===== src/rtl/i2c_fifo_tx.sv =====
// I2C write-only master: sends START, {addr,W}, then FIFO bytes until empty or NACK, then STOP.
// Every bus phase lasts QDIV clocks; a bit cell is four phases (SCL low, high, high, low).
module i2c_fifo_tx #(
    parameter int unsigned QDIV = 63
) (
    input  logic       clock,
    input  logic       sclr,
    input  logic       start,
    input  logic [6:0] addr,
    input  logic [7:0] fifo_q,
    input  logic       fifo_empty,
    output logic       fifo_rdreq,
    output logic       scl_o,
    output logic       sda_o,
    input  logic       sda_i,
    output logic       busy,
    output logic       done,
    output logic       nack
);

    typedef enum logic [2:0] {
        S_IDLE,
        S_START,
        S_ADDR,
        S_ADDR_ACK,
        S_LOAD,
        S_DATA,
        S_DATA_ACK,
        S_STOP
    } state_t;

    localparam logic [7:0] QLAST = 8'(QDIV - 1);

    state_t      state_q, state_d;
    logic [7:0]  qcnt_q;
    logic [1:0]  phase_q;
    logic [2:0]  bitcnt_q;
    logic [7:0]  shift_q;
    logic        ack_q;
    logic        nack_q;
    logic        done_q;

    logic        qend;
    logic        cell_end;
    logic        bit_scl;
    logic        timed;
    logic        shifting;
    logic        in_ack;

    assign qend     = (qcnt_q == QLAST);
    assign cell_end = qend && (phase_q == 2'd3);
    assign bit_scl  = (phase_q == 2'd1) || (phase_q == 2'd2);
    assign timed    = (state_q != S_IDLE) && (state_q != S_LOAD);
    assign shifting = (state_q == S_ADDR) || (state_q == S_DATA);
    assign in_ack   = (state_q == S_ADDR_ACK) || (state_q == S_DATA_ACK);

    assign busy = (state_q != S_IDLE);
    assign done = done_q;
    assign nack = nack_q;

    always_ff @(posedge clock) begin
        if (sclr) begin
            state_q <= S_IDLE;
        end else begin
            state_q <= state_d;
        end
    end

    always_comb begin
        state_d    = state_q;
        scl_o      = 1'b1;
        sda_o      = 1'b1;
        fifo_rdreq = 1'b0;
        case (state_q)
            S_IDLE: begin
                if (start) state_d = S_START;
            end
            S_START: begin
                sda_o = (phase_q == 2'd0);
                if (qend && phase_q == 2'd1) state_d = S_ADDR;
            end
            S_ADDR: begin
                scl_o = bit_scl;
                sda_o = shift_q[7];
                if (cell_end && bitcnt_q == 3'd7) state_d = S_ADDR_ACK;
            end
            S_ADDR_ACK: begin
                scl_o = bit_scl;
                if (cell_end) state_d = ack_q ? S_STOP : S_LOAD;
            end
            S_LOAD: begin
                scl_o      = 1'b0;
                fifo_rdreq = !fifo_empty;
                state_d    = fifo_empty ? S_STOP : S_DATA;
            end
            S_DATA: begin
                scl_o = bit_scl;
                sda_o = shift_q[7];
                if (cell_end && bitcnt_q == 3'd7) state_d = S_DATA_ACK;
            end
            S_DATA_ACK: begin
                scl_o = bit_scl;
                if (cell_end) state_d = ack_q ? S_STOP : S_LOAD;
            end
            S_STOP: begin
                scl_o = (phase_q != 2'd0);
                sda_o = (phase_q == 2'd2);
                if (qend && phase_q == 2'd2) state_d = S_IDLE;
            end
            default: state_d = S_IDLE;
        endcase
    end

    // Phase/bit counters restart on every state change so each state begins at P0.
    always_ff @(posedge clock) begin
        if (sclr) begin
            qcnt_q   <= '0;
            phase_q  <= '0;
            bitcnt_q <= '0;
            shift_q  <= '0;
            ack_q    <= 1'b0;
            nack_q   <= 1'b0;
            done_q   <= 1'b0;
        end else begin
            done_q <= 1'b0;
            if (state_d != state_q) begin
                qcnt_q   <= '0;
                phase_q  <= '0;
                bitcnt_q <= '0;
            end else if (timed) begin
                if (qend) begin
                    qcnt_q  <= '0;
                    phase_q <= phase_q + 2'd1;
                    if (shifting && phase_q == 2'd3) bitcnt_q <= bitcnt_q + 3'd1;
                end else begin
                    qcnt_q <= qcnt_q + 8'd1;
                end
            end

            if (state_q == S_IDLE && start) begin
                shift_q <= {addr, 1'b0};
                nack_q  <= 1'b0;
            end else if (state_q == S_LOAD && !fifo_empty) begin
                shift_q <= fifo_q;
            end else if (shifting && cell_end) begin
                shift_q <= {shift_q[6:0], 1'b0};
            end

            if (in_ack && qend && phase_q == 2'd1) ack_q <= sda_i;
            if (in_ack && cell_end && ack_q) nack_q <= 1'b1;
            if (state_q == S_STOP && qend && phase_q == 2'd2) done_q <= 1'b1;
        end
    end

endmodule


===== config.mk =====
export PLATFORM = sky130hd
export DESIGN_NAME = i2c_fifo_tx
export DESIGN_NICKNAME = d
export VERILOG_FILES = /design/src/rtl/i2c_fifo_tx.sv
export SDC_FILE = /design/constraint.sdc
export NUM_CORES = 1
export LEC_CHECK = 0
export ABC_CLOCK_PERIOD_IN_PS = 5200
export BUFFER_PORTS_ARGS = -buffer_cell sky130_fd_sc_hd__clkbuf_2
export CORE_ASPECT_RATIO = 1.5
export CORE_MARGIN = 4
export CORE_UTILIZATION = 60
export DETAILED_ROUTE_END_ITERATION = 8
export PLACE_DENSITY = 0.89
export SLEW_MARGIN = 20
export SYNTH_ARGS = -nofsm -noshare
export SYNTH_HDL_FRONTEND = slang
export SYNTH_SLANG_ARGS = --single-unit
export TNS_END_PERCENT = 50

===== constraint.sdc =====
create_clock -name clock -period 5.2 [get_ports clock]
set_input_delay 0.26 -clock clock [delete_from_list [all_inputs] [get_ports clock]]
set_output_delay 0.26 -clock clock [all_outputs]
set_load 0.005 [all_outputs]

==> flow_metrics.py <==
metrics = {
    "run_status": {
        "outcome": "finished, final reports clean",
    },
    "critical_path": {
        "end_kind": "register",
        "critPathBufInv": 0,
        "worstReg2RegStart": "qcnt_q[1]$_SDFFE_PP0P_",
        "critPathKind": "register to register",
        "timing.rr.end": "bitcnt_q[0]$_SDFFE_PP0P_",
        "start_kind": "register",
        "cpPeakStageDelay_ns": 0.57,
        "critical_path.cell_chain": "ha_1 -> nor3b_1 -> and2_1 -> a31oi_1 -> or4_4 -> mux2i_4 -> nor4_1",
        "reg2reg_slack_ns": 2.35,
        "required_ns": 5.39,
        "r2r_cells": 7,
        "crit_fanout": 13,
        "crit_path_top_delay_cell": "or4_4",
        "cp_top_family": "simple AND/OR/NAND/NOR gates",
        "cp.arrival_ns": 3.04,
    },
    "clock_tree": {
        "clk_path_buf_depth": 2,
        "ctsHoldBuffers": 0,
        "cts_tree": "yes",
        "cts_made_buffers": 3,
        "cts-htree-levels": 1,
        "postCtsSetupRepairBufs": 0,
        "cts.clk_slew.worst_paths_ns": 0.09,
        "cts_sinks": 27,
        "cts_resized": 0,
        "cts-root-buf": "clkbuf_8",
        "clk-insertion-delay-late_ns": 0.28,
    },
    "synth": {
        "netlist_area_um2": 1700,
        "synthFlopType": "dfxtp_1",
        "synthArstFlopShare_pct": 0,
        "synth_cell_type_count": 39,
        "synth_top_family_by_area": "simple AND/OR/NAND/NOR gates",
        "ys_seq_area_share_pct": 31.7,
        "synth_simple_gate_area_share_pct": 26.9,
        "synth_xor_area_share_pct": 5.14,
        "synthCells": 201,
        "yosys_warnings": 0,
        "synth.avg_cell_area_um2": 8.48,
        "muxShareOfSynthArea_pct": 12.5,
        "synth_seq_cells": 27,
        "synth_fa_ha_area_share_pct": 5.87,
        "synth_edf_count": 0,
        "synth_compound_area_share_pct": 11.8,
        "synth_nets": 229,
    },
    "floorplanning": {
        "rows": 23,
        "dieArea_um2": 3770,
        "start_util_pct": 63.0,
        "die_height_um": 73.3,
        "ioPinCount": 26,
        "core_area_um2": 2710,
        "die_w_um": 51.5,
    },
    "detailed_routing": {
        "postRouteAntennaNets": 0,
        "drt-wirelength-per-cell_um": 14.5,
        "firstDrtPassIters": 4,
        "via_per_inst": 5.96,
        "drc": 0,
        "drt_iter0_drc": 59,
        "wl_um": 3650,
        "vias": 1496,
    },
    "run": {
        "drv_cap": 0,
    },
    "layout": {
        "area_growth_pct": 8.22,
        "fillers": 250,
        "drive_gt1_share_pct": 18.7,
        "diodes": 0,
        "layout.nets": 243,
    },
    "power_and_ir_drop": {
        "peakVddDrop_uv": 186,
        "power.total_mw": 0.387,
        "leakage_nw": 0.736,
        "powerDensity_nw_per_um2": 210,
    },
    "sta": {
        "hold_viol_final": 0,
        "relSlewSlack_pct": 40.4,
        "fmax_mhz": 351,
        "worstMarginPinSlew_ns": 0.890,
        "rsz0062_at_grt": "no",
        "drv_slew": 0,
        "finalClockSkew_ns": 0.00788,
        "finalCriticalPeriod_ns": 2.85,
        "finalSetupViolations": 0,
        "fin_setup_tns_ns": 0,
        "post-route-period-util_pct": 54.8,
    },
    "global_routing": {
        "antenna_found_initial": 0,
        "grtUsageTotal_pct": 21.3,
        "grt_first_pass_wirelength_um": 6300,
        "grt_max_degree": 21,
        "grt_pass1_vias": 1484,
        "gr-total-overflow": 0,
    },
    "min_path": {
        "whs_path_depth": 3,
        "min_to": "ack_q$_SDFFE_PP0P_",
        "hold_path_class": "primary input to register",
        "min_from": "sda_i",
    },
    "place": {
        "dp_hpwl_um": 2560,
        "routabilityCongestion": 0.959,
        "io_buffers": 25,
    },
}
[per-stage QoR]
stage          instances  instance area, um^2  worst slack (ns)  utilization [%]  hold WS (ns)
6_report             251                 1840              2.35             68.2         0.231
5_1_grt              251                 1840              2.16             68.2         0.259
4_1_cts              251                 1840              2.30             68.0         0.234
3_5_place_dp         247                 1800              2.39             66.4         0.482
3_3_place_gp         247                 1800              2.42             66.4         0.465
2_1_floorplan        201                 1700              2.77                -         0.332
[report_power, final]
part | internal (mW) | switching [mW] | total, mW
clock network | 0.0551 | 0.0677 | 0.123
logic | 0.0210 | 0.0271 | 0.0481
registers | 0.211 | 0.00591 | 0.217
[cells in the final DEF, fill, tap and decap left out, types with 2 or more instances in the layout]
master,synthesis,final
a21oi_1,7,7
a31oi_1,4,4
a41o_2,3,3
and2_1,2,2
and3_2,2,2
clkbuf_2,0,25
clkbuf_8,0,3
dfxtp_1,27,27
ha_1,8,8
inv_1,5,5
mux2i_1,19,18
nand2_1,15,15
nand2b_1,2,2
nand3_1,7,7
nand3b_1,3,3
nand4_1,3,3
nor2_1,14,14
nor2b_1,2,2
nor3_1,7,7
nor3b_1,4,3
nor4_1,8,8
o21ai_0,13,13
or3_1,7,7
xnor2_1,2,2
xor2_1,8,8
[worst register-to-register path, stage by stage, from the launching register on]
cell	delay (ns)
dfxtp_1	0.42
ha_1	0.20
nor3b_1	0.45
and2_1	0.39
a31oi_1	0.13
or4_4	0.57
mux2i_4	0.27
nor4_1	0.31
[sequential cells by signal (all words and copies together), names as in the netlist]
| name | flops |
|---|---|
| done | 1 |
| state_q | 3 |
| ack_q | 1 |
| phase_q | 2 |
| bitcnt_q | 3 |
| nack | 1 |
| shift_q | 8 |
| qcnt_q | 8 |
[how the worst max path moves through the flow]
stage / start / to / slack (ns) / cells past startpoint
after floorplan: qcnt_q[0]$_SDFFE_PP0P_ / bitcnt_q[0]$_SDFFE_PP0P_ / 2.77 / 10
after global routing: qcnt_q[1]$_SDFFE_PP0P_ / bitcnt_q[0]$_SDFFE_PP0P_ / 2.16 / 7
after CTS: qcnt_q[1]$_SDFFE_PP0P_ / bitcnt_q[0]$_SDFFE_PP0P_ / 2.30 / 7
after detailed placement: qcnt_q[1]$_SDFFE_PP0P_ / bitcnt_q[0]$_SDFFE_PP0P_ / 2.39 / 7
after global placement: qcnt_q[0]$_SDFFE_PP0P_ / phase_q[1]$_SDFFE_PP0P_ / 2.42 / 8
final: qcnt_q[1]$_SDFFE_PP0P_ / bitcnt_q[0]$_SDFFE_PP0P_ / 2.35 / 7
[logic make-up after synthesis]
kind of cell / after synthesis
mux: 20
fa+ha+maj: 8
compound gates: 32
flops: 27
buf+inv: 21
simple gates: 83
xor+xnor: 10
[layout make-up]
class / count / area, um^2 / share of cell area (%)
clock buffer: 4 / 45.0 / 2.44
inverter: 5 / 18.8 / 1.02
multi-input combinational: 153 / 1070 / 57.9
sequential: 27 / 541 / 29.3
tap: 37 / 46.3 / 2.51
timing repair buffer: 25 / 125 / 6.78
[cells in the mapped netlist (3+ instances only)]
| cell | n | area [um^2] |
|---|---|---|
| dfxtp_1 | 27 | 541 |
| mux2i_1 | 19 | 190 |
| nand2_1 | 15 | 56.3 |
| nor2_1 | 14 | 52.6 |
| o21ai_0 | 13 | 65.1 |
| clkbuf_1 | 11 | 41.3 |
| ha_1 | 8 | 100 |
| nor4_1 | 8 | 50.1 |
| xor2_1 | 8 | 70.1 |
| a21oi_1 | 7 | 35.0 |
| nand3_1 | 7 | 35.0 |
| nor3_1 | 7 | 35.0 |
| or3_1 | 7 | 43.8 |
| inv_1 | 5 | 18.8 |
| a31oi_1 | 4 | 25.0 |
| nor3b_1 | 4 | 30.0 |
| a41o_2 | 3 | 33.8 |
| buf_6 | 3 | 33.8 |
| nand3b_1 | 3 | 22.5 |
| nand4_1 | 3 | 18.8 |
[metal layers]
metal  up-vias  track usage [%]  share of wire (%)
li1        752                -                  -
met1       701             25.7                 44
met2        33             36.0                 50
met3        10             3.45                3.8
met4         0             10.5                2.2
met5         -                0                  0
(Power assumes the default switching activity.)
